File: config.mk
export PLATFORM = sky130hd
export DESIGN_NAME = sc_nestscore_flat
export DESIGN_NICKNAME = d
export VERILOG_FILES = /design/src/rtl/sc_nestscore_if.sv /design/src/rtl/sc_nestscore.sv /design/src/flat_wrapper.sv
export SDC_FILE = /design/constraint.sdc
export NUM_CORES = 1
export LEC_CHECK = 0
export ABC_AREA = 1
export CORE_MARGIN = 2
export CORE_UTILIZATION = 30
export CTS_BUF_LIST = sky130_fd_sc_hd__clkbuf_16
export CTS_CLUSTER_SIZE = 40
export DETAILED_ROUTE_END_ITERATION = 7
export GPL_TIMING_DRIVEN = 0
export PLACE_DENSITY = 0.63
export SLEW_MARGIN = 20
export SYNTH_ARGS = -nofsm -noshare
export SYNTH_HDL_FRONTEND = slang
export SYNTH_SLANG_ARGS = --single-unit
File: constraint.sdc
create_clock -name SC_NESTSCORE_CLOCK_50 -period 3.1 [get_ports SC_NESTSCORE_CLOCK_50]
set_input_delay 0.62 -clock SC_NESTSCORE_CLOCK_50 [delete_from_list [all_inputs] [get_ports SC_NESTSCORE_CLOCK_50]]
set_output_delay 0.62 -clock SC_NESTSCORE_CLOCK_50 [all_outputs]
set_load 0.05 [all_outputs]
File: src/rtl/sc_nestscore_if.sv
// Handshake bundle between the nest checker/start button and the scoring block.
// The block owns the score/lives/side/event outputs; the environment owns the button and the nest flags.
interface sc_nestscore_if #(
   parameter int SCORE_WIDTH = 4
);
   logic                   SC_NESTSCORE_start_InLow;
   logic                   SC_NESTSCORE_check_InHigh;
   logic                   SC_NESTSCORE_nest_InLow;
   logic                   SC_NESTSCORE_left_InLow;
   logic                   SC_NESTSCORE_right_InLow;
   logic [SCORE_WIDTH-1:0] SC_NESTSCORE_score_OutBUS;
   logic [2:0]             SC_NESTSCORE_lives_OutBUS;
   logic [1:0]             SC_NESTSCORE_side_OutBUS;
   logic                   SC_NESTSCORE_hit_OutHigh;
   logic                   SC_NESTSCORE_miss_OutHigh;
   logic                   SC_NESTSCORE_win_OutHigh;
   logic                   SC_NESTSCORE_over_OutHigh;
   logic                   SC_NESTSCORE_error_OutHigh;

   modport master (
      output SC_NESTSCORE_start_InLow,
      output SC_NESTSCORE_check_InHigh,
      output SC_NESTSCORE_nest_InLow,
      output SC_NESTSCORE_left_InLow,
      output SC_NESTSCORE_right_InLow,
      input  SC_NESTSCORE_score_OutBUS,
      input  SC_NESTSCORE_lives_OutBUS,
      input  SC_NESTSCORE_side_OutBUS,
      input  SC_NESTSCORE_hit_OutHigh,
      input  SC_NESTSCORE_miss_OutHigh,
      input  SC_NESTSCORE_win_OutHigh,
      input  SC_NESTSCORE_over_OutHigh,
      input  SC_NESTSCORE_error_OutHigh
   );

   modport slave (
      input  SC_NESTSCORE_start_InLow,
      input  SC_NESTSCORE_check_InHigh,
      input  SC_NESTSCORE_nest_InLow,
      input  SC_NESTSCORE_left_InLow,
      input  SC_NESTSCORE_right_InLow,
      output SC_NESTSCORE_score_OutBUS,
      output SC_NESTSCORE_lives_OutBUS,
      output SC_NESTSCORE_side_OutBUS,
      output SC_NESTSCORE_hit_OutHigh,
      output SC_NESTSCORE_miss_OutHigh,
      output SC_NESTSCORE_win_OutHigh,
      output SC_NESTSCORE_over_OutHigh,
      output SC_NESTSCORE_error_OutHigh
   );
endinterface

File: src/rtl/sc_nestscore.sv
// Nest game scorekeeper: turns nest-checker verdicts into score/lives, hit/miss pulses and win/game-over levels.
// Every output comes straight from a flop; the next-state logic below computes all *_d values at once.
module sc_nestscore #(
   parameter int SCORE_WIDTH = 4,
   parameter int LIVES_INIT  = 3,
   parameter int WIN_SCORE   = 9
) (
   input logic           SC_NESTSCORE_CLOCK_50,
   input logic           SC_NESTSCORE_RESET_InHigh,
   sc_nestscore_if.slave sc_bus
);
   typedef enum logic [2:0] {
      ST_IDLE,
      ST_PLAY,
      ST_HIT,
      ST_MISS,
      ST_WIN,
      ST_GAMEOVER
   } state_t;

   localparam logic [SCORE_WIDTH-1:0] SCORE_MAX  = '1;
   localparam logic [SCORE_WIDTH-1:0] SCORE_ONE  = SCORE_WIDTH'(1);
   localparam logic [SCORE_WIDTH-1:0] WIN_VAL    = SCORE_WIDTH'(WIN_SCORE);
   localparam logic [2:0]             LIVES_LOAD = 3'(LIVES_INIT);

   state_t                 state_q, state_d;
   logic [SCORE_WIDTH-1:0] score_q, score_d;
   logic [2:0]             lives_q, lives_d;
   logic [1:0]             side_q, side_d;
   logic                   hit_q, hit_d;
   logic                   miss_q, miss_d;
   logic                   win_q, win_d;
   logic                   over_q, over_d;
   logic                   error_q, error_d;
   logic                   start_prev_q, start_prev_d;

   logic       start_event;
   logic [2:0] flags;
   logic       flags_valid;
   logic       hit_ok;

   // A press is the high-to-low transition only, so a held button counts once.
   assign start_event = start_prev_q & ~sc_bus.SC_NESTSCORE_start_InLow;

   assign flags = {sc_bus.SC_NESTSCORE_nest_InLow,
                   sc_bus.SC_NESTSCORE_left_InLow,
                   sc_bus.SC_NESTSCORE_right_InLow};

   // Exactly one side hit with nest asserted, or nothing at all, are the only coherent verdicts.
   assign flags_valid = (flags == 3'b001) || (flags == 3'b010) || (flags == 3'b111);
   assign hit_ok      = flags_valid && !sc_bus.SC_NESTSCORE_nest_InLow;

   always_comb begin
      state_d      = state_q;
      score_d      = score_q;
      lives_d      = lives_q;
      side_d       = side_q;
      error_d      = error_q;
      start_prev_d = sc_bus.SC_NESTSCORE_start_InLow;
      hit_d        = 1'b0;
      miss_d       = 1'b0;

      unique case (state_q)
         ST_IDLE: begin
            if (start_event) begin
               state_d = ST_PLAY;
               score_d = '0;
               side_d  = 2'b00;
               error_d = 1'b0;
               lives_d = LIVES_LOAD;
            end
         end
         ST_PLAY: begin
            // A simultaneous press beats the check: the verdict is dropped, not scored.
            if (start_event) begin
               state_d = ST_IDLE;
            end else if (sc_bus.SC_NESTSCORE_check_InHigh) begin
               if (hit_ok) begin
                  state_d = ST_HIT;
                  score_d = (score_q == SCORE_MAX) ? score_q : score_q + SCORE_ONE;
                  side_d  = sc_bus.SC_NESTSCORE_left_InLow ? 2'b10 : 2'b01;
                  hit_d   = 1'b1;
               end else begin
                  state_d = ST_MISS;
                  lives_d = (lives_q == 3'd0) ? 3'd0 : lives_q - 3'd1;
                  miss_d  = 1'b1;
                  if (!flags_valid) begin
                     error_d = 1'b1;
                  end
               end
            end
         end
         ST_HIT: begin
            if (start_event) begin
               state_d = ST_IDLE;
            end else begin
               state_d = (score_q == WIN_VAL) ? ST_WIN : ST_PLAY;
            end
         end
         ST_MISS: begin
            if (start_event) begin
               state_d = ST_IDLE;
            end else begin
               state_d = (lives_q == 3'd0) ? ST_GAMEOVER : ST_PLAY;
            end
         end
         ST_WIN, ST_GAMEOVER: begin
            if (start_event) begin
               state_d = ST_IDLE;
            end
         end
         default: begin
            state_d = ST_IDLE;
         end
      endcase

      win_d  = (state_d == ST_WIN);
      over_d = (state_d == ST_GAMEOVER);
   end

   always_ff @(posedge SC_NESTSCORE_CLOCK_50) begin
      if (SC_NESTSCORE_RESET_InHigh) begin
         state_q      <= ST_IDLE;
         score_q      <= '0;
         lives_q      <= LIVES_LOAD;
         side_q       <= 2'b00;
         hit_q        <= 1'b0;
         miss_q       <= 1'b0;
         win_q        <= 1'b0;
         over_q       <= 1'b0;
         error_q      <= 1'b0;
         start_prev_q <= 1'b1;
      end else begin
         state_q      <= state_d;
         score_q      <= score_d;
         lives_q      <= lives_d;
         side_q       <= side_d;
         hit_q        <= hit_d;
         miss_q       <= miss_d;
         win_q        <= win_d;
         over_q       <= over_d;
         error_q      <= error_d;
         start_prev_q <= start_prev_d;
      end
   end

   assign sc_bus.SC_NESTSCORE_score_OutBUS  = score_q;
   assign sc_bus.SC_NESTSCORE_lives_OutBUS  = lives_q;
   assign sc_bus.SC_NESTSCORE_side_OutBUS   = side_q;
   assign sc_bus.SC_NESTSCORE_hit_OutHigh   = hit_q;
   assign sc_bus.SC_NESTSCORE_miss_OutHigh  = miss_q;
   assign sc_bus.SC_NESTSCORE_win_OutHigh   = win_q;
   assign sc_bus.SC_NESTSCORE_over_OutHigh  = over_q;
   assign sc_bus.SC_NESTSCORE_error_OutHigh = error_q;
endmodule

File: src/flat_wrapper.sv
// flat-port wrapper written by rule: the top's interface ports become plain ports
module sc_nestscore_flat 
#(
   parameter int SCORE_WIDTH = 4,
   parameter int LIVES_INIT  = 3,
   parameter int WIN_SCORE   = 9
)
  (SC_NESTSCORE_CLOCK_50, SC_NESTSCORE_RESET_InHigh, sc_bus_SC_NESTSCORE_start_InLow, sc_bus_SC_NESTSCORE_check_InHigh, sc_bus_SC_NESTSCORE_nest_InLow, sc_bus_SC_NESTSCORE_left_InLow, sc_bus_SC_NESTSCORE_right_InLow, sc_bus_SC_NESTSCORE_score_OutBUS, sc_bus_SC_NESTSCORE_lives_OutBUS, sc_bus_SC_NESTSCORE_side_OutBUS, sc_bus_SC_NESTSCORE_hit_OutHigh, sc_bus_SC_NESTSCORE_miss_OutHigh, sc_bus_SC_NESTSCORE_win_OutHigh, sc_bus_SC_NESTSCORE_over_OutHigh, sc_bus_SC_NESTSCORE_error_OutHigh);
  sc_nestscore_if #(.SCORE_WIDTH(SCORE_WIDTH)) sc_bus_i ();
  input logic SC_NESTSCORE_CLOCK_50;
  input logic SC_NESTSCORE_RESET_InHigh;
  input wire logic [$bits(sc_bus_i.SC_NESTSCORE_start_InLow)-1:0] sc_bus_SC_NESTSCORE_start_InLow;
  input wire logic [$bits(sc_bus_i.SC_NESTSCORE_check_InHigh)-1:0] sc_bus_SC_NESTSCORE_check_InHigh;
  input wire logic [$bits(sc_bus_i.SC_NESTSCORE_nest_InLow)-1:0] sc_bus_SC_NESTSCORE_nest_InLow;
  input wire logic [$bits(sc_bus_i.SC_NESTSCORE_left_InLow)-1:0] sc_bus_SC_NESTSCORE_left_InLow;
  input wire logic [$bits(sc_bus_i.SC_NESTSCORE_right_InLow)-1:0] sc_bus_SC_NESTSCORE_right_InLow;
  output wire logic [$bits(sc_bus_i.SC_NESTSCORE_score_OutBUS)-1:0] sc_bus_SC_NESTSCORE_score_OutBUS;
  output wire logic [$bits(sc_bus_i.SC_NESTSCORE_lives_OutBUS)-1:0] sc_bus_SC_NESTSCORE_lives_OutBUS;
  output wire logic [$bits(sc_bus_i.SC_NESTSCORE_side_OutBUS)-1:0] sc_bus_SC_NESTSCORE_side_OutBUS;
  output wire logic [$bits(sc_bus_i.SC_NESTSCORE_hit_OutHigh)-1:0] sc_bus_SC_NESTSCORE_hit_OutHigh;
  output wire logic [$bits(sc_bus_i.SC_NESTSCORE_miss_OutHigh)-1:0] sc_bus_SC_NESTSCORE_miss_OutHigh;
  output wire logic [$bits(sc_bus_i.SC_NESTSCORE_win_OutHigh)-1:0] sc_bus_SC_NESTSCORE_win_OutHigh;
  output wire logic [$bits(sc_bus_i.SC_NESTSCORE_over_OutHigh)-1:0] sc_bus_SC_NESTSCORE_over_OutHigh;
  output wire logic [$bits(sc_bus_i.SC_NESTSCORE_error_OutHigh)-1:0] sc_bus_SC_NESTSCORE_error_OutHigh;
  assign sc_bus_i.SC_NESTSCORE_start_InLow = sc_bus_SC_NESTSCORE_start_InLow;
  assign sc_bus_i.SC_NESTSCORE_check_InHigh = sc_bus_SC_NESTSCORE_check_InHigh;
  assign sc_bus_i.SC_NESTSCORE_nest_InLow = sc_bus_SC_NESTSCORE_nest_InLow;
  assign sc_bus_i.SC_NESTSCORE_left_InLow = sc_bus_SC_NESTSCORE_left_InLow;
  assign sc_bus_i.SC_NESTSCORE_right_InLow = sc_bus_SC_NESTSCORE_right_InLow;
  assign sc_bus_SC_NESTSCORE_score_OutBUS = sc_bus_i.SC_NESTSCORE_score_OutBUS;
  assign sc_bus_SC_NESTSCORE_lives_OutBUS = sc_bus_i.SC_NESTSCORE_lives_OutBUS;
  assign sc_bus_SC_NESTSCORE_side_OutBUS = sc_bus_i.SC_NESTSCORE_side_OutBUS;
  assign sc_bus_SC_NESTSCORE_hit_OutHigh = sc_bus_i.SC_NESTSCORE_hit_OutHigh;
  assign sc_bus_SC_NESTSCORE_miss_OutHigh = sc_bus_i.SC_NESTSCORE_miss_OutHigh;
  assign sc_bus_SC_NESTSCORE_win_OutHigh = sc_bus_i.SC_NESTSCORE_win_OutHigh;
  assign sc_bus_SC_NESTSCORE_over_OutHigh = sc_bus_i.SC_NESTSCORE_over_OutHigh;
  assign sc_bus_SC_NESTSCORE_error_OutHigh = sc_bus_i.SC_NESTSCORE_error_OutHigh;
  sc_nestscore #(.SCORE_WIDTH(SCORE_WIDTH), .LIVES_INIT(LIVES_INIT), .WIN_SCORE(WIN_SCORE)) u_core (.SC_NESTSCORE_CLOCK_50(SC_NESTSCORE_CLOCK_50), .SC_NESTSCORE_RESET_InHigh(SC_NESTSCORE_RESET_InHigh), .sc_bus(sc_bus_i));
endmodule
==> results.sh, run 1 <==
export IMPL_cp_slowest_cell="clkdlybuf4s50_1"
export IMPL_hold_viol_final=0
export IMPL_hpwl_microns=1700
export IMPL_wl_per_cell_microns=9.89
export IMPL_postRouteAntennaNets=0
export IMPL_rows=20
export IMPL_gp_congestion=0.761
export IMPL_crit_arrival_ns=1.52
export IMPL_final_layout_size_suffix_gt1_share_pct=13.9
export IMPL_tns_ns=0
export IMPL_synth_mux_area_fraction_pct=0
export IMPL_p_total_w=0.000665
export IMPL_startpoint_type="flip-flop"
export IMPL_io_pins=21
export IMPL_cts_setup_buffers=0
export IMPL_synth_nets=150
export IMPL_vdd_drop_max_v=0.000199
export IMPL_period_needed_ns=2.14
export IMPL_cts_tree="yes"
export IMPL_dieArea_sq_um=3670
export IMPL_cts_resized=0
export IMPL_htree_num_levels=1
export IMPL_synth_edf_count=0
export IMPL_cts_inserted_buffers=3
export IMPL_synth_most_common_cell="nand2_1"
export IMPL_worstMarginPinSlew_ns=0.508
export IMPL_max_cap_violations=0
export IMPL_hold_depth=2
export IMPL_nets=175
export IMPL_syn_area_sq_um=960
export IMPL_power_density_nw_per_um2=514
export IMPL_end_kind="output pin"
export IMPL_max_freq_mhz=466
export IMPL_rsz0062_at_grt="false"
export IMPL_r2r_cells=10
export IMPL_seq_area_frac_synth_pct=37.5
export IMPL_core_sq_um=3050
export IMPL_first_global_vias=872
export IMPL_grt_use_total_pct=13.5
export IMPL_cts_hold_buf=0
export IMPL_clock_path_buffers=2
export IMPL_critPathMaxFanout=7
export IMPL_synth_xor_area_share_pct=0.913
export IMPL_synth_area_top_cells="dfxtp_1 38%, nand2_1 15%, nand3_1 9.9%"
export IMPL_area_growth_pct=34.8
export IMPL_first_pass_iters=4
export IMPL_clk_latency_ns=0.25
export IMPL_path_class="reg -> out"
export IMPL_r2r_slack_ns=1.73
export IMPL_p_leak_nw=0.605
export IMPL_antenna_found_initial=0
export IMPL_vias=935
export IMPL_synth_top_family_by_area="simple AND/OR/NAND/NOR gates"
export IMPL_wl_microns=2070
export IMPL_grt_max_degree=11
export IMPL_status="completed"
export IMPL_fin_skew_ns=0.00509
export IMPL_holdWs_ns=0.445
export IMPL_period_share_pct=69.2
export IMPL_grt_ovfl_total=0
export IMPL_synthTopCellsByCount="38 x nand2_1, 19 x nand3_1, 18 x dfxtp_1"
export IMPL_synthSimpleGateAreaFrac_pct=44.3
export IMPL_synth_top_area_share_pct=37.5
export IMPL_fp_dieH_microns=60.6
export IMPL_hp_class="reg -> reg"
export IMPL_cts_num_sinks=18
export IMPL_yosysWarnings=0
export IMPL_dr_first_iter_drc_count=43
export IMPL_async_reset_ff_share_pct=0
export IMPL_portBuffers=20
export IMPL_fin_util_pct=42.4
export IMPL_synth_distinct_cells=22
export IMPL_avgSynthCellArea_sq_um=6.81
export IMPL_hold_start="u_core.sc_bus.SC_NESTSCORE_error_OutHigh$_SDFFE_PP0P_"
export IMPL_synth_compound_area_share_pct=6.00
export IMPL_synth_seq_cells=18
export IMPL_root_buffer="clkbuf_16"
export IMPL_holdPathEnd="u_core.sc_bus.SC_NESTSCORE_error_OutHigh$_SDFFE_PP0P_"
export IMPL_ys_flop_type="dfxtp_1"
export IMPL_grt_pass1_wl_microns=3680
export IMPL_critPathRequiredTime_ns=2.48
export IMPL_start_util_pct=31.4
export IMPL_cp_num_buf_inv=1
export IMPL_synth_top_cell_by_area="dfxtp_1"
export IMPL_r2r_end="u_core.sc_bus.SC_NESTSCORE_score_OutBUS[1]$_SDFFE_PP0P_"
export IMPL_critPathTopFamily="buffers and inverters"
export IMPL_relSlewSlack_pct=66.0
export IMPL_finalMaxSlewViolations=0
export IMPL_worstReg2RegStart="u_core.sc_bus.SC_NESTSCORE_score_OutBUS[0]$_SDFFE_PP0P_"
export IMPL_diodes=0
export IMPL_syn_inst=141
export IMPL_synthAdderAreaFrac_pct=2.61
export IMPL_drc=0
export IMPL_setup_violations=0
export IMPL_fp_dieW_microns=60.6
export IMPL_viasPerCell=4.47
export IMPL_clk_pin_slew_worst_paths_ns=0.05
export IMPL_slowest_delay_ns=0.84
export IMPL_path_cells="clkdlybuf4s50_1"
-- power breakdown --
part	internal (W)	total, W	switching [W]
clock network	0.000171	0.000257	0.0000858
logic	0.0000523	0.000152	0.0000993
registers	0.000244	0.000256	0.0000117
-- worst min-delay path, delay by kind of cell, from the launching register on --
| family | cells | cell delay, ns |
|---|---|---|
| DFF | 1 | 0.30 |
| buffers and inverters | 1 | 0.04 |
| AOI/OAI and AO/OA | 1 | 0.05 |
-- through the flow --
| stage | area (sq um) | setup WS, ns | std cells |
|---|---|---|---|
| after floorplan | 960 | 1.48 | 141 |
| after global placement | 1210 | 1.12 | 205 |
| after detailed placement | 1210 | 1.11 | 205 |
| after CTS | 1290 | 0.944 | 209 |
| after global routing | 1290 | 0.878 | 209 |
| final | 1290 | 0.955 | 209 |
-- kinds of logic (layout without fill, tap and decap cells) --
| family | Yosys count | after routing |
|---|---|---|
| compound gates | 11 | 11 |
| xor+xnor | 1 | 1 |
| fa+ha+maj | 2 | 2 |
| buf+inv | 21 | 45 |
| flops | 18 | 18 |
| simple gates | 88 | 88 |
-- cell type report --
cell class                      count  area, sq um
Timing Repair Buffer               20          200
Multi-Input combinational cell    102          517
Buffer                              1         5.00
Sequential cell                    18          360
Clock inverter                      1         3.75
Inverter                           20         77.6
Fill cell                         322         1760
Tap cell                           44         55.1
Clock buffer                        3         75.1
-- registers in the layout, indices dropped and copies added (netlist names), 2 cells and up --
register                                 flops
u_core.sc_bus.SC_NESTSCORE_lives_OutBUS      3
u_core.sc_bus.SC_NESTSCORE_score_OutBUS      4
u_core.sc_bus.SC_NESTSCORE_side_OutBUS       2
u_core.state_q                               3
-- worst max path at each step --
stage                                                                 start                                                       to  depth (start not counted)
detailed placement                          sc_bus_SC_NESTSCORE_start_InLow  u_core.sc_bus.SC_NESTSCORE_lives_OutBUS[2]$_SDFFE_PP0P_                         10
global route        u_core.sc_bus.SC_NESTSCORE_score_OutBUS[0]$_SDFFE_PP0P_                      sc_bus_SC_NESTSCORE_score_OutBUS[0]                          1
finish              u_core.sc_bus.SC_NESTSCORE_score_OutBUS[0]$_SDFFE_PP0P_                      sc_bus_SC_NESTSCORE_score_OutBUS[0]                          1
CTS                 u_core.sc_bus.SC_NESTSCORE_score_OutBUS[0]$_SDFFE_PP0P_                      sc_bus_SC_NESTSCORE_score_OutBUS[0]                          1
floorplan           u_core.sc_bus.SC_NESTSCORE_score_OutBUS[0]$_SDFFE_PP0P_  u_core.sc_bus.SC_NESTSCORE_score_OutBUS[1]$_SDFFE_PP0P_                         10
global placement                            sc_bus_SC_NESTSCORE_start_InLow  u_core.sc_bus.SC_NESTSCORE_lives_OutBUS[2]$_SDFFE_PP0P_                         10
-- placed cells by master (no fill, tap or decap), types with 2 or more instances in the layout --
cell type         n
nand2_4           3
o21ai_0           3
inv_1            15
dfxtp_1          18
nand2_1          38
a21oi_1           6
clkdlybuf4s50_1  20
nor2_2            5
nand3_1          19
nor2_1           15
nand2_2           3
clkbuf_16         3
inv_2             4
ha_1              2
-- per-layer routing --
layer	global-route usage (%)	share of wire, %
met4	6.52	2.2
met2	24.3	52
met3	2.99	3.3
met1	14.9	43
met5	0	0
Power figures use the tool's default switching activity.
==> run 2: changes to the inputs <==
PLACE_DENSITY = 0.65   (was 0.63)
clock period = 1.87 ns   (was 3.1 ns; I/O delays follow)
==> results.sh, run 2 (synthesis gave the netlist of run 1 again) <==
export IMPL_finalMaxSlewViolations=0
export IMPL_end_kind="output pin"
export IMPL_first_pass_iters=4
export IMPL_final_layout_size_suffix_gt1_share_pct=13.9
export IMPL_setup_violations=0
export IMPL_gp_congestion=0.796
export IMPL_clkPwrFrac_pct=39.5
export IMPL_postRouteAntennaNets=0
export IMPL_antenna_found_initial=0
export IMPL_clk_latency_ns=0.25
export IMPL_crit_arrival_ns=1.43
export IMPL_nets=175
export IMPL_switching_share_pct=30.6
export IMPL_cts_tree="yes"
export IMPL_cp_slowest_cell="clkdlybuf4s50_1"
export IMPL_power_density_nw_per_um2=859
export IMPL_relSlewSlack_pct=66.5
export IMPL_hold_start="u_core.sc_bus.SC_NESTSCORE_error_OutHigh$_SDFFE_PP0P_"
export IMPL_grt_use_total_pct=12.8
export IMPL_hold_viol_final=0
export IMPL_startpoint_type="flip-flop"
export IMPL_fp_dieW_microns=60.6
export IMPL_cts_setup_buffers=0
export IMPL_rsz0062_at_grt="false"
export IMPL_grt_pass1_wl_microns=3570
export IMPL_grt_ovfl_total=0
export IMPL_p_leak_nw=0.635
export IMPL_worstReg2RegStart="u_core.sc_bus.SC_NESTSCORE_score_OutBUS[0]$_SDFFE_PP0P_"
export IMPL_clk_pin_slew_worst_paths_ns=0.05
export IMPL_critPathTopFamily="buffers and inverters"
export IMPL_largest_reg_flops=4
export IMPL_tns_ns=0
export IMPL_first_global_vias=820
export IMPL_period_needed_ns=1.81
export IMPL_hp_class="reg -> reg"
export IMPL_p_total_w=0.00112
export IMPL_max_cap_violations=0
export IMPL_power_internal_w=0.000774
export IMPL_dr_first_iter_drc_count=55
export IMPL_dp_cells=205
export IMPL_hpwl_microns=1630
export IMPL_fp_dieH_microns=60.6
export IMPL_rows=20
export IMPL_fin_skew_ns=0.00221
export IMPL_area_growth_pct=35.3
export IMPL_worstMarginPinSlew_ns=0.501
export IMPL_htree_num_levels=1
export IMPL_slowest_delay_ns=0.82
export IMPL_holdWs_ns=0.452
export IMPL_r2r_slack_ns=0.46
export IMPL_cp_num_buf_inv=1
export IMPL_portBuffers=20
export IMPL_path_cells="clkdlybuf4s50_1"
export IMPL_r2r_cells=10
export IMPL_wl_microns=2130
export IMPL_vdd_drop_max_v=0.000577
export IMPL_layout_cells_non_filler=209
export IMPL_diodes=0
export IMPL_mostFrequentLayoutCells="38 x nand2_1, 19 x nand3_1, 18 x dfxtp_1"
export IMPL_start_util_pct=31.4
export IMPL_hold_depth=2
export IMPL_cts_num_sinks=18
export IMPL_core_sq_um=3050
export IMPL_worst_path_stages=1
export IMPL_io_pins=21
export IMPL_r2r_end="u_core.sc_bus.SC_NESTSCORE_score_OutBUS[1]$_SDFFE_PP0P_"
export IMPL_status="completed"
export IMPL_drc=0
export IMPL_viasPerCell=4.53
export IMPL_max_freq_mhz=554
export IMPL_critPathRequiredTime_ns=1.50
export IMPL_vias=946
export IMPL_seq_power_share_pct=38.1
export IMPL_combPwrFrac_pct=22.4
export IMPL_dieArea_sq_um=3670
export IMPL_cts_inserted_buffers=3
export IMPL_holdPathEnd="u_core.sc_bus.SC_NESTSCORE_error_OutHigh$_SDFFE_PP0P_"
export IMPL_clock_path_buffers=2
export IMPL_path_class="reg -> out"
export IMPL_grt_max_degree=11
export IMPL_p_sw_w=0.000342
export IMPL_critPathMaxFanout=4
export IMPL_wl_per_cell_microns=10.2
export IMPL_period_share_pct=96.5
export IMPL_root_buffer="clkbuf_16"
export IMPL_final_common_cell="nand2_1"
run 2: cell count changes in the layout (fill, tap and decap cells not counted), sizes merged:
cell,previous run,this run
clkdlybuf4s50,20,15
dlygate4sd2,0,2
dlymetal6s2s,0,3
run 2: layout make-up:
| cell class | count | area, sq um |
|---|---|---|
| Timing Repair Buffer | 20 | 205 |
| Fill cell | 335 | 1750 |
| Inverter | 20 | 77.6 |
| Sequential cell | 18 | 360 |
| Tap cell | 44 | 55.1 |
| Multi-Input combinational cell | 102 | 517 |
| Clock inverter | 1 | 3.75 |
| Clock buffer | 3 | 75.1 |
| Buffer | 1 | 5.00 |
run 2: repair_timing:
action | CTS | global route
resized for setup | 2 | 3
hold buffers | 0 | 0
endpoints found under the setup margin | 2 | 3
pin swaps | 0 | 0
run 2: power by group through the flow:
stage	Sequential, W	Combinational (W)	Clock (W)
after floorplan	0.000490	0.000118	0
after global placement	0.000432	0.000248	0
after detailed placement	0.000434	0.000252	0
after CTS	0.000425	0.000252	0.000452
after global routing	0.000429	0.000276	0.000464
final	0.000425	0.000250	0.000440
run 2: how the worst max path moves through the flow:
stage,from,to,slack [ns]
floorplan,u_core.sc_bus.SC_NESTSCORE_score_OutBUS[0]$_SDFFE_PP0P_,u_core.sc_bus.SC_NESTSCORE_score_OutBUS[1]$_SDFFE_PP0P_,0.25
global placement,sc_bus_SC_NESTSCORE_start_InLow,u_core.sc_bus.SC_NESTSCORE_lives_OutBUS[2]$_SDFFE_PP0P_,0.17
detailed placement,sc_bus_SC_NESTSCORE_start_InLow,u_core.sc_bus.SC_NESTSCORE_lives_OutBUS[2]$_SDFFE_PP0P_,0.14
CTS,u_core.sc_bus.SC_NESTSCORE_lives_OutBUS[0]$_SDFFE_PP1P_,sc_bus_SC_NESTSCORE_lives_OutBUS[0],0.006
global route,u_core.sc_bus.SC_NESTSCORE_lives_OutBUS[2]$_SDFFE_PP0P_,sc_bus_SC_NESTSCORE_lives_OutBUS[2],0.006
finish,u_core.sc_bus.SC_NESTSCORE_lives_OutBUS[2]$_SDFFE_PP0P_,sc_bus_SC_NESTSCORE_lives_OutBUS[2],0.06
run 2: metrics by stage:
stage | utilization [%] | worst slack [ns] | instance area [sq um]
after global placement | 39.8 | 0.167 | 1210
after floorplan | - | 0.254 | 960
after detailed placement | 39.8 | 0.142 | 1210
after global routing | 42.5 | 0.00552 | 1300
final | 42.5 | 0.0648 | 1300
after CTS | 42.3 | 0.00591 | 1290
run 2: layer usage:
| metal | global-route usage [%] | up-vias | routed length, microns |
|---|---|---|---|
| met3 | 3.20 | 4 | 88 |
| met5 | 0 | - | 0 |
| met4 | 3.73 | 0 | 37 |
| met1 | 15.7 | 429 | 930 |
| li1 | - | 492 | - |
| met2 | 22.3 | 21 | 1070 |
==> run 3: changes to the inputs <==
CTS_CLUSTER_SIZE = 28   (was 40)
==> results of run 3 <==
No change in the layout: final DEF, timing and power equal those of run 2.
